### src/rtl/seg_pkg.sv
// Shared constants, FSM state type and BCD helper for the seven-segment scan reader.
package seg_pkg;

    localparam logic [6:0] SEG_0     = 7'h40;
    localparam logic [6:0] SEG_1     = 7'h79;
    localparam logic [6:0] SEG_2     = 7'h24;
    localparam logic [6:0] SEG_3     = 7'h30;
    localparam logic [6:0] SEG_4     = 7'h19;
    localparam logic [6:0] SEG_5     = 7'h12;
    localparam logic [6:0] SEG_6     = 7'h02;
    localparam logic [6:0] SEG_7     = 7'h78;
    localparam logic [6:0] SEG_8     = 7'h00;
    localparam logic [6:0] SEG_9     = 7'h10;
    localparam logic [6:0] SEG_BLANK = 7'h7F;

    localparam logic [3:0] NIB_BLANK = 4'hA;
    localparam logic [3:0] NIB_ERR   = 4'hF;

    typedef enum logic [1:0] {
        IDLE,
        SETTLE,
        HOLD
    } state_t;

    // Any non-decimal nibble (blank or error) makes the binary value 0.
    function automatic logic [13:0] bcd_to_bin(input logic [15:0] bcd);
        logic [13:0] result;
        if (bcd[15:12] > 4'd9 || bcd[11:8] > 4'd9 || bcd[7:4] > 4'd9 || bcd[3:0] > 4'd9) begin
            result = 14'd0;
        end else begin
            result = 14'(bcd[15:12]) * 14'd1000 + 14'(bcd[11:8]) * 14'd100
                   + 14'(bcd[7:4]) * 14'd10 + 14'(bcd[3:0]);
        end
        return result;
    endfunction

endpackage

### src/rtl/seg7_decode.sv
// Combinational active-low seven-segment pattern to BCD nibble decoder.
module seg7_decode
    import seg_pkg::*;
(
    input  logic [6:0] pattern,
    output logic [3:0] nibble,
    output logic       valid
);

    always_comb begin
        nibble = NIB_ERR;
        valid  = 1'b1;
        case (pattern)
            SEG_0:     nibble = 4'd0;
            SEG_1:     nibble = 4'd1;
            SEG_2:     nibble = 4'd2;
            SEG_3:     nibble = 4'd3;
            SEG_4:     nibble = 4'd4;
            SEG_5:     nibble = 4'd5;
            SEG_6:     nibble = 4'd6;
            SEG_7:     nibble = 4'd7;
            SEG_8:     nibble = 4'd8;
            SEG_9:     nibble = 4'd9;
            SEG_BLANK: nibble = NIB_BLANK;
            default:   valid  = 1'b0;
        endcase
    end

endmodule

### src/rtl/seg_scan_reader.sv
// Reads a scanned 4-digit seven-segment display back into BCD frames and detects blanking.
// Optional binary output value_bin enabled by defining SEG_READER_BIN_OUT_EN.
module seg_scan_reader
    import seg_pkg::*;
#(
    parameter int SETTLE_CYC = 1000,
    parameter int BLANK_CYC  = 2000000
) (
    input  logic        clk,
    input  logic        rst_n,
    input  logic [6:0]  seg,
    input  logic [3:0]  an,
    output logic        frame_valid,
    output logic [15:0] value_bcd,
    output logic        frame_err,
    output logic        blank
`ifdef SEG_READER_BIN_OUT_EN
    ,
    output logic [13:0] value_bin
`endif
);

    localparam int CNT_W  = $clog2(SETTLE_CYC + 1);
    localparam int BCNT_W = $clog2(BLANK_CYC + 1);
    localparam logic [CNT_W-1:0]  SETTLE_LAST = CNT_W'(SETTLE_CYC - 1);
    localparam logic [BCNT_W-1:0] BLANK_MAX   = BCNT_W'(BLANK_CYC);

    logic [6:0] seg_meta_reg, s_seg;
    logic [3:0] an_meta_reg, s_an;

    always_ff @(posedge clk or negedge rst_n) begin
        if (!rst_n) begin
            seg_meta_reg <= SEG_BLANK;
            s_seg        <= SEG_BLANK;
            an_meta_reg  <= 4'hF;
            s_an         <= 4'hF;
        end else begin
            seg_meta_reg <= seg;
            s_seg        <= seg_meta_reg;
            an_meta_reg  <= an;
            s_an         <= an_meta_reg;
        end
    end

    logic [3:0] an_low;
    logic       sel_valid;
    logic       all_off;

    assign an_low    = ~s_an;
    assign sel_valid = (an_low != 4'd0) && ((an_low & (an_low - 4'd1)) == 4'd0);
    assign all_off   = (s_an == 4'hF);

    state_t           state_reg, state_next;
    logic [CNT_W-1:0] cnt_reg, cnt_next;
    logic [3:0]       cur_an_reg, cur_an_next;
    logic [6:0]       cur_seg_reg, cur_seg_next;
    logic             changed;
    logic             latch_en;

    assign changed = (s_an != cur_an_reg) || (s_seg != cur_seg_reg);

    always_ff @(posedge clk or negedge rst_n) begin
        if (!rst_n) begin
            state_reg   <= IDLE;
            cnt_reg     <= '0;
            cur_an_reg  <= 4'hF;
            cur_seg_reg <= SEG_BLANK;
        end else begin
            state_reg   <= state_next;
            cnt_reg     <= cnt_next;
            cur_an_reg  <= cur_an_next;
            cur_seg_reg <= cur_seg_next;
        end
    end

    always_comb begin
        state_next   = state_reg;
        cnt_next     = cnt_reg;
        cur_an_next  = cur_an_reg;
        cur_seg_next = cur_seg_reg;
        latch_en     = 1'b0;
        case (state_reg)
            IDLE: begin
                if (sel_valid) begin
                    cur_an_next  = s_an;
                    cur_seg_next = s_seg;
                    cnt_next     = CNT_W'(1);
                    state_next   = SETTLE;
                end else begin
                    cnt_next = '0;
                end
            end
            SETTLE: begin
                if (changed) begin
                    cur_an_next  = s_an;
                    cur_seg_next = s_seg;
                    if (sel_valid) begin
                        cnt_next = CNT_W'(1);
                    end else begin
                        cnt_next   = '0;
                        state_next = IDLE;
                    end
                end else if (cnt_reg == SETTLE_LAST) begin
                    latch_en   = 1'b1;
                    cnt_next   = '0;
                    state_next = HOLD;
                end else begin
                    cnt_next = cnt_reg + CNT_W'(1);
                end
            end
            HOLD: begin
                // A change while holding restarts acquisition exactly as from IDLE.
                if (changed) begin
                    if (sel_valid) begin
                        cur_an_next  = s_an;
                        cur_seg_next = s_seg;
                        cnt_next     = CNT_W'(1);
                        state_next   = SETTLE;
                    end else begin
                        cnt_next   = '0;
                        state_next = IDLE;
                    end
                end
            end
            default: state_next = IDLE;
        endcase
    end

    logic [3:0] dec_nibble;
    logic       dec_valid;

    seg7_decode u_decode (
        .pattern (cur_seg_reg),
        .nibble  (dec_nibble),
        .valid   (dec_valid)
    );

    // cur_an_reg has exactly one low bit whenever latch_en is set.
    logic [3:0] latch_mask;
    assign latch_mask = latch_en ? ~cur_an_reg : 4'd0;

    logic [3:0] slot_reg [4];

    genvar gi;
    generate
        for (gi = 0; gi < 4; gi++) begin : g_slot
            always_ff @(posedge clk or negedge rst_n) begin
                if (!rst_n) begin
                    slot_reg[gi] <= 4'd0;
                end else if (latch_mask[gi]) begin
                    slot_reg[gi] <= dec_nibble;
                end
            end
        end
    endgenerate

    logic [BCNT_W-1:0] blank_cnt_reg, blank_cnt_next;
    logic [3:0]        digit_seen_reg, digit_seen_next;
    logic              pend_err_reg, pend_err_next;
    logic              blank_next;
    logic              blank_enter;
    logic              frame_done;
    logic [15:0]       frame_bcd;

    assign frame_done  = (digit_seen_reg == 4'hF);
    assign blank_enter = all_off && !blank && (blank_cnt_reg == BLANK_MAX - BCNT_W'(1));
    assign frame_bcd   = {slot_reg[3], slot_reg[2], slot_reg[1], slot_reg[0]};

    always_comb begin
        blank_cnt_next = '0;
        if (all_off) begin
            blank_cnt_next = (blank_cnt_reg == BLANK_MAX) ? blank_cnt_reg
                                                          : blank_cnt_reg + BCNT_W'(1);
        end
        digit_seen_next = ((frame_done || blank_enter) ? 4'd0 : digit_seen_reg) | latch_mask;
        pend_err_next   = ((frame_done || blank_enter) ? 1'b0 : pend_err_reg)
                        | (latch_en & ~dec_valid);
        blank_next      = blank_enter ? 1'b1 : (latch_en ? 1'b0 : blank);
    end

    always_ff @(posedge clk or negedge rst_n) begin
        if (!rst_n) begin
            blank_cnt_reg  <= '0;
            digit_seen_reg <= 4'd0;
            pend_err_reg   <= 1'b0;
            blank          <= 1'b0;
            frame_valid    <= 1'b0;
            value_bcd      <= 16'd0;
            frame_err      <= 1'b0;
        end else begin
            blank_cnt_reg  <= blank_cnt_next;
            digit_seen_reg <= digit_seen_next;
            pend_err_reg   <= pend_err_next;
            blank          <= blank_next;
            frame_valid    <= frame_done;
            if (frame_done) begin
                value_bcd <= frame_bcd;
                frame_err <= pend_err_reg;
            end
        end
    end

`ifdef SEG_READER_BIN_OUT_EN
    always_ff @(posedge clk or negedge rst_n) begin
        if (!rst_n) begin
            value_bin <= 14'd0;
        end else if (frame_done) begin
            value_bin <= bcd_to_bin(frame_bcd);
        end
    end
`endif

endmodule

### config.mk
export PLATFORM = sky130hd
export DESIGN_NAME = seg_scan_reader
export DESIGN_NICKNAME = d
export VERILOG_FILES = /design/src/rtl/seg_pkg.sv /design/src/rtl/seg7_decode.sv /design/src/rtl/seg_scan_reader.sv
export SDC_FILE = /design/constraint.sdc
export NUM_CORES = 1
export LEC_CHECK = 0
export BUFFER_PORTS_ARGS = -buffer_cell sky130_fd_sc_hd__buf_2
export CAP_MARGIN = 20
export CORE_MARGIN = 2
export CORE_UTILIZATION = 30
export CTS_CLUSTER_DIAMETER = 150
export CTS_CLUSTER_SIZE = 40
export DETAILED_ROUTE_END_ITERATION = 8
export SLEW_MARGIN = 25
export SYNTH_ARGS = -nofsm -noshare
export SYNTH_HDL_FRONTEND = slang
export SYNTH_SLANG_ARGS = --single-unit
### constraint.sdc
create_clock -name clk -period 4 [get_ports clk]
set_clock_uncertainty 0.15 [all_clocks]
set_input_delay 0.2 -clock clk [delete_from_list [all_inputs] [get_ports clk]]
set_output_delay 0.2 -clock clk [all_outputs]
set_load 0.01 [all_outputs]
==> flow_metrics.env <==
export IMPL_drv_cap=0
export IMPL_synth_instances=487
export IMPL_post_cts_buffers=0
export IMPL_ir_worst_vdd_mv=0.2229
export IMPL_grt_pass1_vias=3738
export IMPL_layout_min_cycle_time_ps=2946
export IMPL_worstHoldPathType="reg -> reg"
export IMPL_report_final_hold_viol_count=0
export IMPL_cts_buffer_depth=2
export IMPL_n_fill_cell=1652
export IMPL_synth_avg_cell_area_um2=10.23
export IMPL_least_margin_pin_slew_ps=924.9
export IMPL_most_frequent_standard_cell_in_the_layout_excluding_fill_and_tap_cells="dfrtp_1"
export IMPL_worst_ep_required_time_ps=4080
export IMPL_highest_attainable_clock_frequency_mhz=339.4
export IMPL_clock_sinks=106
export IMPL_power_leakage_uw=0.002511
export IMPL_drt_pre_antenna_iters=4
export IMPL_power_density_nw_per_um2=412.1
export IMPL_largest_cells_by_area_after_synthesis="dfrtp_1 37%, dfstp_2 17%, nand2_1 5.3%, mux2_2 4.3%, xnor2_1 3.7%"
export IMPL_setup_slack_of_the_worst_register_to_register_path_ps=1050
export IMPL_clk_latency_ps=360
export IMPL_setup_worst_path_class="reg -> reg"
export IMPL_design_area_um2=5767
export IMPL_max_slew_margin_pct=37.77
export IMPL_post_drt_via_cell_ratio=5.090
export IMPL_yosysTopAreaCellShare_pct=36.66
export IMPL_crit_path_start_kind="register"
export IMPL_htree_levels=3
export IMPL_die_h_um=132.9
export IMPL_initial_antenna_violation_count=0
export IMPL_share_of_the_yosys_chip_area_belonging_to_registers_pct=54.07
export IMPL_num_io_pins=32
export IMPL_setup_violations=0
export IMPL_crit_arrival_ps=3030
export IMPL_wl_met2_mm=4.857
export IMPL_synthesis_yosys_warnings=0
export IMPL_dieArea_um2=17650
export IMPL_top_library_cells_by_usage_in_the_layout_fill_and_taps_aside="73 x dfrtp_1, 70 x nand2_1, 35 x nor2_1, 33 x dfstp_2, 30 x buf_2"
export IMPL_globalRoute_totalOverflow=0
export IMPL_dp_slack_ps=1071
export IMPL_num_nets_final=534
export IMPL_initialDrtViolationCount=297
export IMPL_grt_first_pass_wirelength_mm=18.11
export IMPL_synth_async_reset_ratio_pct=100.0
export IMPL_flip_flop_and_latch_count_after_synthesis=106
export IMPL_top_routing_layer_used="met4"
export IMPL_ratio_of_final_minimum_period_to_clock_period_pct=73.65
export IMPL_synth_main_ff_cell="dfrtp_1"
export IMPL_largest_register_ff_count=21
export IMPL_pins_over_their_slew_limit=0
export IMPL_cts_root_buf="clkbuf_16"
export IMPL_syn_nets=503
export IMPL_place_port_buffers=31
export IMPL_synth_cell_area_um2=4982
export IMPL_cell_area_reported_after_detailed_placement_um2=5319
export IMPL_place_congestion=0.8422
export IMPL_wire_per_inst_um=14.23
export IMPL_synth_edff_count=0
export IMPL_cts_tree="yes"
export IMPL_total_vias_in_the_final_route=3782
export IMPL_route_met3_wl_um=525
export IMPL_timing_critical_path_to_type="register"
export IMPL_numCtsBuffers=9
export IMPL_detailedPlacementHpwl_mm=7.326
export IMPL_drcViolationCount=0
export IMPL_largest_net_degree_at_the_start_of_global_routing=81
export IMPL_final_worst_path_setup_slack_ps=1054
export IMPL_row_count=47
export IMPL_ant_nets=0
export IMPL_antennaDiodeCount=0
export IMPL_fraction_of_layout_instances_using_a_drive_strength_above_1_pct=21.03
export IMPL_area_delta_synth_final_pct=15.75
export IMPL_initial_utilization_pct=30.37
export IMPL_path_max_fanout=16
export IMPL_die_width_um=132.9
export IMPL_clk_pin_slew_worst_setup_hold_paths_ps=70
export IMPL_core_region_area_um2=16410
export IMPL_detail_route_wirelength_met1_mm=4.940
export IMPL_grt_setup_unrepaired="no"
export IMPL_outcome="finished clean"
export IMPL_multiInputGateArea_um2=2132
export IMPL_total_routing_resource_utilization_after_global_routing_pct=12.66
export IMPL_final_setup_tns_ps=0
export IMPL_sequential_cell_area_in_the_final_layout_um2=2694
export IMPL_synth_largest_area_cell="dfrtp_1"
export IMPL_synth_distinct_cells=62
export IMPL_finalWirelength_mm=10.57
## stage by stage
step           hold WS, ps  utilization [%]  power [µW]  std cells
2_1_floorplan       -245.6                -        1360        487
3_3_place_gp         157.3            32.42        1428        715
3_5_place_dp         156.4            32.42        1439        715
4_1_cts              207.4            35.13        2405        743
5_1_grt              209.1            35.15        2483        743
6_report             206.1            35.15        2376        743
## critical path: stages (launching register included)
cell and delay [ps]:
dfstp_2 690, xnor2_1 170, nand4_1 250, nor4_1 830, nor2_1 320, nor4_1 410
## per-layer routing
metal | vias to the layer above | track usage (%)
met5 | - | 0
met3 | 19 | 2.644
met4 | 0 | 6.392
li1 | 1806 | -
met2 | 92 | 18.85
met1 | 1865 | 17.44
## path summary, 6_finish.rpt
kind	start	to	depth (start not counted)
worst max-delay path	cur_seg_reg[5]	cnt_reg[9]	5
worst min-delay path	seg_meta_reg[3]	s_seg[3]	0
worst max register to register	cur_seg_reg[5]	cnt_reg[9]	5
worst min register to register	seg_meta_reg[3]	s_seg[3]	0
max in group asynchronous	rst_n	s_seg[0]	3
min in group asynchronous	rst_n	frame_bcd[5]	2
## cell families (layout without fill, tap and decap cells)
group,after synthesis,in the layout,synth area share (%)
AND/OR/NAND/NOR,217,217,22.35
flip-flops,106,106,54.07
AO/OA/AOI/OAI,78,78,10.45
buffers and inverters,36,72,3.139
XOR/XNOR,27,27,4.746
multiplexers,20,20,4.495
adder cells (fa/ha/maj),3,3,0.7535
## timing repair
| action | in CTS | in global routing |
|---|---|---|
| resized for setup | 0 | 0 |
| hold buffers | 12 | 0 |
| endpoints found under the hold margin | 72 | 0 |
## where the power goes
group	switching [µW]	total, µW	internal (µW)
Combinational	116	213	96.3
Clock	390	948	559
Sequential	79.7	1220	1140
Total	586	2380	1790
## Yosys cell counts, drive strengths merged, types with 3 or more instances
cell type,count
a31oi,8
clkbuf,19
mux2,19
dfstp,33
nand4,11
ha,3
nand2,70
inv,9
o21ai,17
nor2,35
or3b,3
and4,6
dfrtp,73
nor3,17
nand3,21
nor4b,3
o211a,3
o31ai,4
or3,8
o2bb2ai,5
xnor2,21
nor4,9
and3,11
a21oi,20
or4,3
or2,3
buf,7
xor2,6
nand2b,5
## layout make-up
type                    instances  share of cell area, %
well taps                     220                  4.773
clock buffers                  13                  4.882
multi-input cells             345                  36.97
inverters                      10                 0.6509
clock inverters                 3                 0.7377
repair buffers                 46                  5.272
flip-flops and latches        106                  46.71
No activity file was read; power rests on OpenSTA's default activity.
